===== config.mk =====
export PLATFORM = sky130hd
export DESIGN_NAME = imem_loader
export DESIGN_NICKNAME = d
export VERILOG_FILES = /design/src/rtl/imem_loader.sv
export SDC_FILE = /design/constraint.sdc
export NUM_CORES = 1
export LEC_CHECK = 0
export CORE_ASPECT_RATIO = 1.75
export CORE_UTILIZATION = 54
export CTS_CLUSTER_SIZE = 24
export DETAILED_ROUTE_END_ITERATION = 12
export GPL_ROUTABILITY_DRIVEN = 0
export GPL_TIMING_DRIVEN = 0
export MAX_ROUTING_LAYER = met4
export PLACE_DENSITY_LB_ADDON = 0.3
export REMOVE_ABC_BUFFERS = 1
export SLEW_MARGIN = 30
export SYNTH_ARGS = -nofsm -noshare
export SYNTH_HDL_FRONTEND = slang
export SYNTH_SLANG_ARGS = --single-unit

===== constraint.sdc =====
create_clock -name clk -period 2.2 [get_ports clk]
set_input_delay 0.44 -clock clk [delete_from_list [all_inputs] [get_ports clk]]
set_output_delay 0.44 -clock clk [all_outputs]
set_load 0.03 [all_outputs]

===== src/rtl/imem_loader.sv =====
// Length-prefixed big-endian byte-stream loader for the MIPS instruction memory; holds the core in reset while loading.
// Optional trailing XOR checksum byte when IMEM_LOADER_CKSUM_EN is defined.
module imem_loader #(
  parameter int ADDR_W = 8
) (
  input  logic              clk,
  input  logic              rst,
  input  logic              start,
  input  logic              in_valid,
  input  logic [7:0]        in_data,
  output logic              in_ready,
  output logic              imem_we,
  output logic [ADDR_W+1:0] imem_addr,
  output logic [31:0]       imem_wdata,
  output logic              cpu_run,
  output logic              busy,
  output logic              done,
  output logic              err
);

`ifdef IMEM_LOADER_CKSUM_EN
  typedef enum logic [2:0] {IDLE, LEN_HI, LEN_LO, DATA, DONE, ERR, CHK} state_t;
`else
  typedef enum logic [2:0] {IDLE, LEN_HI, LEN_LO, DATA, DONE, ERR} state_t;
`endif

  localparam logic [16:0] MAX_LEN = 17'(2 ** ADDR_W);

  state_t            state, state_n;
  logic [15:0]       len;
  logic [15:0]       len_next;
  logic [ADDR_W:0]   word_cnt;
  logic [1:0]        byte_cnt;
  logic [23:0]       shift;
  logic              accept;
  logic              load_start;
  logic              last_wr;
`ifdef IMEM_LOADER_CKSUM_EN
  logic [7:0]        cksum;
`endif

  assign accept     = in_valid && in_ready;
  assign load_start = start && (state == IDLE || state == DONE || state == ERR);
  assign len_next   = {len[15:8], in_data};
  // word_cnt has already advanced when the strobe is high, so it equals len on the final write
  assign last_wr    = imem_we && (word_cnt == len[ADDR_W:0]);

  always_ff @(posedge clk) begin
    if (rst) state <= IDLE;
    else     state <= state_n;
  end

  always_comb begin
    state_n  = state;
    in_ready = 1'b0;
    busy     = 1'b0;
    done     = 1'b0;
    err      = 1'b0;
    cpu_run  = 1'b0;
    case (state)
      IDLE: begin
        if (load_start) state_n = LEN_HI;
      end
      LEN_HI: begin
        in_ready = 1'b1;
        busy     = 1'b1;
        if (in_valid) state_n = LEN_LO;
      end
      LEN_LO: begin
        in_ready = 1'b1;
        busy     = 1'b1;
        if (in_valid) begin
          if (len_next == 16'd0) begin
`ifdef IMEM_LOADER_CKSUM_EN
            state_n = CHK;
`else
            state_n = DONE;
`endif
          end else if ({1'b0, len_next} > MAX_LEN) begin
            state_n = ERR;
          end else begin
            state_n = DATA;
          end
        end
      end
      DATA: begin
        busy     = 1'b1;
        // hold off any byte beyond the image while the final word is written
        in_ready = !last_wr;
        if (last_wr) begin
`ifdef IMEM_LOADER_CKSUM_EN
          state_n = CHK;
`else
          state_n = DONE;
`endif
        end
      end
`ifdef IMEM_LOADER_CKSUM_EN
      CHK: begin
        in_ready = 1'b1;
        busy     = 1'b1;
        if (in_valid) state_n = (in_data == cksum) ? DONE : ERR;
      end
`endif
      DONE: begin
        done    = 1'b1;
        cpu_run = 1'b1;
        if (load_start) state_n = LEN_HI;
      end
      ERR: begin
        err = 1'b1;
        if (load_start) state_n = LEN_HI;
      end
      default: state_n = IDLE;
    endcase
  end

  always_ff @(posedge clk) begin
    if (rst) begin
      len        <= '0;
      word_cnt   <= '0;
      byte_cnt   <= '0;
      shift      <= '0;
      imem_we    <= 1'b0;
      imem_addr  <= '0;
      imem_wdata <= '0;
`ifdef IMEM_LOADER_CKSUM_EN
      cksum      <= '0;
`endif
    end else begin
      imem_we <= 1'b0;
      if (load_start) begin
        word_cnt <= '0;
        byte_cnt <= '0;
`ifdef IMEM_LOADER_CKSUM_EN
        cksum    <= '0;
`endif
      end
      if (state == LEN_HI && accept) len[15:8] <= in_data;
      if (state == LEN_LO && accept) len[7:0]  <= in_data;
      if (state == DATA && accept) begin
        byte_cnt <= byte_cnt + 2'd1;
`ifdef IMEM_LOADER_CKSUM_EN
        cksum    <= cksum ^ in_data;
`endif
        if (byte_cnt == 2'd3) begin
          imem_we    <= 1'b1;
          imem_wdata <= {shift, in_data};
          imem_addr  <= {word_cnt[ADDR_W-1:0], 2'b00};
          word_cnt   <= word_cnt + (ADDR_W+1)'(1);
        end else begin
          shift <= {shift[15:0], in_data};
        end
      end
    end
  end

endmodule


-- Yosys cells after proc, flatten, opt, wreduce, memory -nomap -nowiden
Cells that the tools add are included.
Widths: inputs -> output; s select.
- logic and storage cells: 61
- output and inout bits: 48
- register bits after elaboration: 95
- input port bits: 12
- equal/unequal tests: 11
- add/subtract/negate cells: 2
- reduce and logical (&&, ||, !) cells: 19
- multiplexer cells: 17
- $lt $le $gt $ge: 1
- bitwise operators: 2
- operator list (kind ; number):
    $mux 9 ; 3
    $mux 3 ; 6
    $gt 16x9->1 const B ; 1
    $logic_not 16->1 ; 1
    $pmux 3 s4 ; 1
    $add 9x1->9 const B ; 1
    $eq 9x9->1 ; 1
    $eq 3x2->1 const B ; 2
    $eq 3x3->1 const B ; 2
    $logic_and 1x1->1 ; 6
    $ne 2x2->1 const B ; 3
    $reduce_or 3->1 ; 2
    $mux 1 ; 4
    $mux 2 ; 2
    $reduce_and 2->1 ; 2
    $reduce_and 4->1 ; 1
    $reduce_or 2->1 ; 2
    $eq 3x1->1 const B ; 1
    $logic_not 3->1 ; 1
    $add 2x1->2 const B ; 1
    $eq 2x2->1 const B ; 1
    $logic_or 1x1->1 ; 2
    $ne 2x1->1 const B ; 1
    $not 1->1 ; 2
    3 further kinds ; 3

-- Logic depth before layout (Yosys ltp)
- word-level depth: 8
- mapped depth: 8
- depth with buffers taken out: 6

-- Worst setup path before layout
Ideal clock, no wire load.
- kind: flip-flop to output port
- start: register state[0]
- end: output port in_ready
- stages on the path, launching flop included: 5
- data arrival time: 1.931 ns
- data required time: 1.760 ns
- slack: -0.171 ns
- buffers on the path: 1
- cells stage by stage: dfxtp_1 -> clkbuf_1 -> nor2_1 -> nor2_1 -> a21boi_0
- longest elaborated chain between the ends: 3
- elaborated cells on any way between the ends: 5
- those cells by class: eq/ne (3); mux (1); reduce/logical (1)
- ends and longest elaborated chain (item ; RTL line ; source):
    from (decl) ; 29 ; state_t state, state_n;
    from (signal assigned) ; 50 ; else state <= state_n;
    $eq 3x1->1 or $eq 3x2->1 (tied branches) ; 60 ; case (state)
    $reduce_or 2->1 (no line) ; -- ;
    $pmux 1 s2 * ; 60 ;
    to (decl) ; 11 ; output logic in_ready,
Every way passes the cells marked *; elsewhere a longest branch is shown, timed or not.

-- Worst setup path in the final report
- start: register word_cnt[3]
- end: output port in_ready
- longest elaborated chain between the ends: 4
- ends and longest elaborated chain (item ; RTL line ; source):
    from (decl) ; 32 ; logic [ADDR_W:0] word_cnt;
    from (signal assigned) ; 150 ; word_cnt <= word_cnt + (ADDR_W+1)'(1);
    $eq 9x9->1 ; 46 ; assign last_wr = imem_we && (word_cnt == len[ADDR_W:0]);
    $logic_and 1x1->1 ; 46 ;
    $logic_not 1->1 ; 89 ; in_ready = !last_wr;
    $pmux 1 s2 ; 60 ;
No other way between the ends.

==> flow_summary.yaml <==
route:
  via_count: 3336
  dr.pass1.iters: 5
  drt-wirelength-per-cell_um: 16.5
  drt-total-wl_um: 9490
  via_per_inst: 5.78
  route.detailed.drc: 0
  drtAntennaViolNets: 0
  first_iter_violations: 269
logic_synthesis:
  synth_warnings: 0
  yosysUniqueCellTypes: 46
  syn_area_um2: 4020
  yosysSeqAreaShare_pct: 47.3
  syn_inst: 439
  syn_area_per_cell_um2: 9.17
  synth_edf_count: 0
  ys_seq_elements: 95
  synthFlopType: "dfxtp_1"
  synthArstFlopShare_pct: 0
sta:
  hold_viol: 0
  worst_hold_slack_ns: 0.464
  rsz0062_at_grt: "yes"
  slew-limit-headroom_pct: 41.1
  worst_pin_slew_ns: 0.876
  period_needed_ns: 2.18
  fin_crit_sh_pct: 99.2
  skew_ns: 0.00582
  finalMaxSlewViolations: 0
  setup_viol: 0
  max_freq_ghz: 0.458
pwr:
  power_switching_mw: 1.09
  combPwrFrac_pct: 16.8
  swShare_pct: 26.9
  clock_power_share_pct: 37.3
  seqPwrFrac_pct: 45.9
  power.density_nw_per_um2: 800
  vdd_drop_max_mv: 0.585
  p_leak_nw: 1.82
  intPower_mw: 2.97
setup_path:
  crit_buf_inv: 1
  cp_top_family: "simple AND/OR/NAND/NOR gates"
  cp-start-kind: "flip-flop"
  path_cells: "xor2_1, nor4_4, and3_4, a21boi_0, buf_2"
  worst_path_max_delay_cell: "dfxtp_4"
  critPathMaxFanout: 6
  required_ns: 1.76
  cp.depth: 5
  cp_data_arrival_time_ns: 1.74
  cpPeakStageDelay_ns: 0.37
  end_kind: "output port"
  reg2reg_slack_ns: 0.05
  ff2ff_path_depth: 8
  worstSetupPathType: "reg -> out"
clocking:
  clock_latency_ns: 0.33
  clkTransAtPathRegs_ns: 0.06
  cts_tree: "yes"
  cts-htree-levels: 3
  clock_sinks: 95
  ctsHoldBuffers: 0
  cts_buffer_depth: 2
  cts_made_buffers: 9
  cts_root_buf: "clkbuf_16"
global_route:
  grt-ovfl-total: 0
  grt_pass1_wl_um: 14100
  grt_pass1_vias: 2986
  grt_usage_pct: 24.7
  grt_max_degree: 62
  antenna_found_initial: 0
floorplan:
  die_h_um: 116
  die-area_um2: 7810
  die_w_um: 67.3
  core_area_um2: 7230
  io_pins: 60
  fp-row-count: 41
  start_util_pct: 55.6
placement:
  portBuffers: 57
  dp_hpwl_um: 5810
  place_area_um2: 4650
layout:
  fill_cells: 531
  nNetsFinal: 503
  area_growth_pct: 26.2
  diodes: 0
  fin_area_um2: 5080
  final_layout_size_suffix_gt1_share_pct: 11.2
run:
  max-cap-violations: 0
hold_path:
  min_path_cells: 2
  hp-class: "reg -> reg"
status:
  outcome: "finished, final reports clean"
-- final timing paths --
| path | start | endpoint |
|---|---|---|
| worst max register to register | word_cnt[3] | word_cnt[3] |
| worst min register to register | len[15] | len[15] |
| worst min-delay path | len[15] | len[15] |
| worst max-delay path | word_cnt[3] | in_ready |
-- metrics by stage --
stage,setup slack [ns],instances,util (%),power (mW),setup TNS [ns]
2_1_floorplan,-2.88,406,-,2.27,-132.20
3_3_place_gp,-4.58,549,62.6,2.45,-266.17
3_5_place_dp,-0.518,555,64.3,2.49,-18.12
4_1_cts,-0.0960,573,69.2,4.01,-0.0960
5_1_grt,-0.0546,577,70.2,4.21,-0.120
6_report,0.0182,577,70.2,4.06,0
-- layer usage --
metal  vias up  wire, µm  track usage [%]
met5         -         0                -
met4         0       303             13.8
met3        26       380             4.00
met2       106      4930             39.9
met1      1590      3880             28.5
li1       1614         -                -
-- worst min-delay path, stage by stage, from the launching register on --
cell	delay (ns)
dfxtp_1	0.31
nand2_1	0.05
a21oi_1	0.05
-- final cells by class --
type	instances	area, µm²	share of cell area [%]
clock buffer	12	256	5.05
multi-input combinational	310	2020	39.7
clock inverter	1	30.0	0.591
inverter	2	7.51	0.148
timing repair buffer	71	743	14.6
tap	86	108	2.12
sequential	95	1920	37.7
-- sequential cells by signal, indices dropped and copies added (netlist names) --
| name | cells |
|---|---|
| state | 3 |
| imem_we | 1 |
| word_cnt | 9 |
| len | 16 |
| byte_cnt | 2 |
| imem_wdata | 32 |
| shift | 24 |
| imem_addr | 8 |
-- logic make-up (layout without fill, tap and decap cells) --
logic type	count (synthesis)	after routing	synth area share [%]
simple gates	159	159	20.6
fa+ha+maj	2	2	0.622
compound gates	91	92	13.4
mux	42	42	10.5
other cells	1	2	0.0932
xor+xnor	13	13	2.83
flops	95	95	47.3
buf+inv	36	86	4.66
-- cell usage after synthesis, types with 4 or more instances --
| cell | instances | share of area [%] |
|---|---|---|
| buf_4 | 9 | 1.7 |
| a21o_1 | 4 | 0.75 |
| nand3b_1 | 25 | 4.7 |
| nand2_1 | 43 | 4.0 |
| mux2i_1 | 41 | 10 |
| nand3_1 | 8 | 1.0 |
| dfxtp_1 | 95 | 47 |
| xor2_1 | 10 | 2.2 |
| nor4_1 | 4 | 0.62 |
| o21ai_0 | 25 | 3.1 |
| a21oi_1 | 46 | 5.7 |
| clkbuf_1 | 19 | 1.8 |
| nand2b_1 | 6 | 0.93 |
| and3_1 | 5 | 0.78 |
| nor2_1 | 48 | 4.5 |
-- what timing repair did --
action | 4_1_cts | 5_1_grt
cloned | 0 | 1
setup buffers | 5 | 4
resized for setup | 14 | 16
setup endpoints to repair | 76 | 16
pin swaps | 2 | 4
hold endpoints to repair | 0 | 0
-- power groups by stage --
stage | Sequential [mW] | Combinational (mW) | Clock [mW]
final | 1.87 | 0.681 | 1.52
after detailed placement | 1.89 | 0.597 | 0
after floorplan | 1.87 | 0.392 | 0
after global placement | 1.89 | 0.561 | 0
after CTS | 1.86 | 0.625 | 1.52
after global routing | 1.88 | 0.731 | 1.60
-- cells in the final DEF, fill, tap and decap left out, types with 4 or more instances in the layout --
cell,netlist,layout
a21o_1,4,4
a21oi_1,46,46
and3_1,5,4
buf_4,9,8
clkbuf_16,0,9
clkdlybuf4s50_1,0,52
dfxtp_1,95,85
dfxtp_2,0,9
mux2i_1,41,41
nand2_1,43,43
nand2b_1,6,6
nand3_1,8,8
nand3b_1,25,25
nor2_1,48,48
o21ai_0,25,25
xor2_1,10,7
No activity file was read; power rests on OpenSTA's default activity.
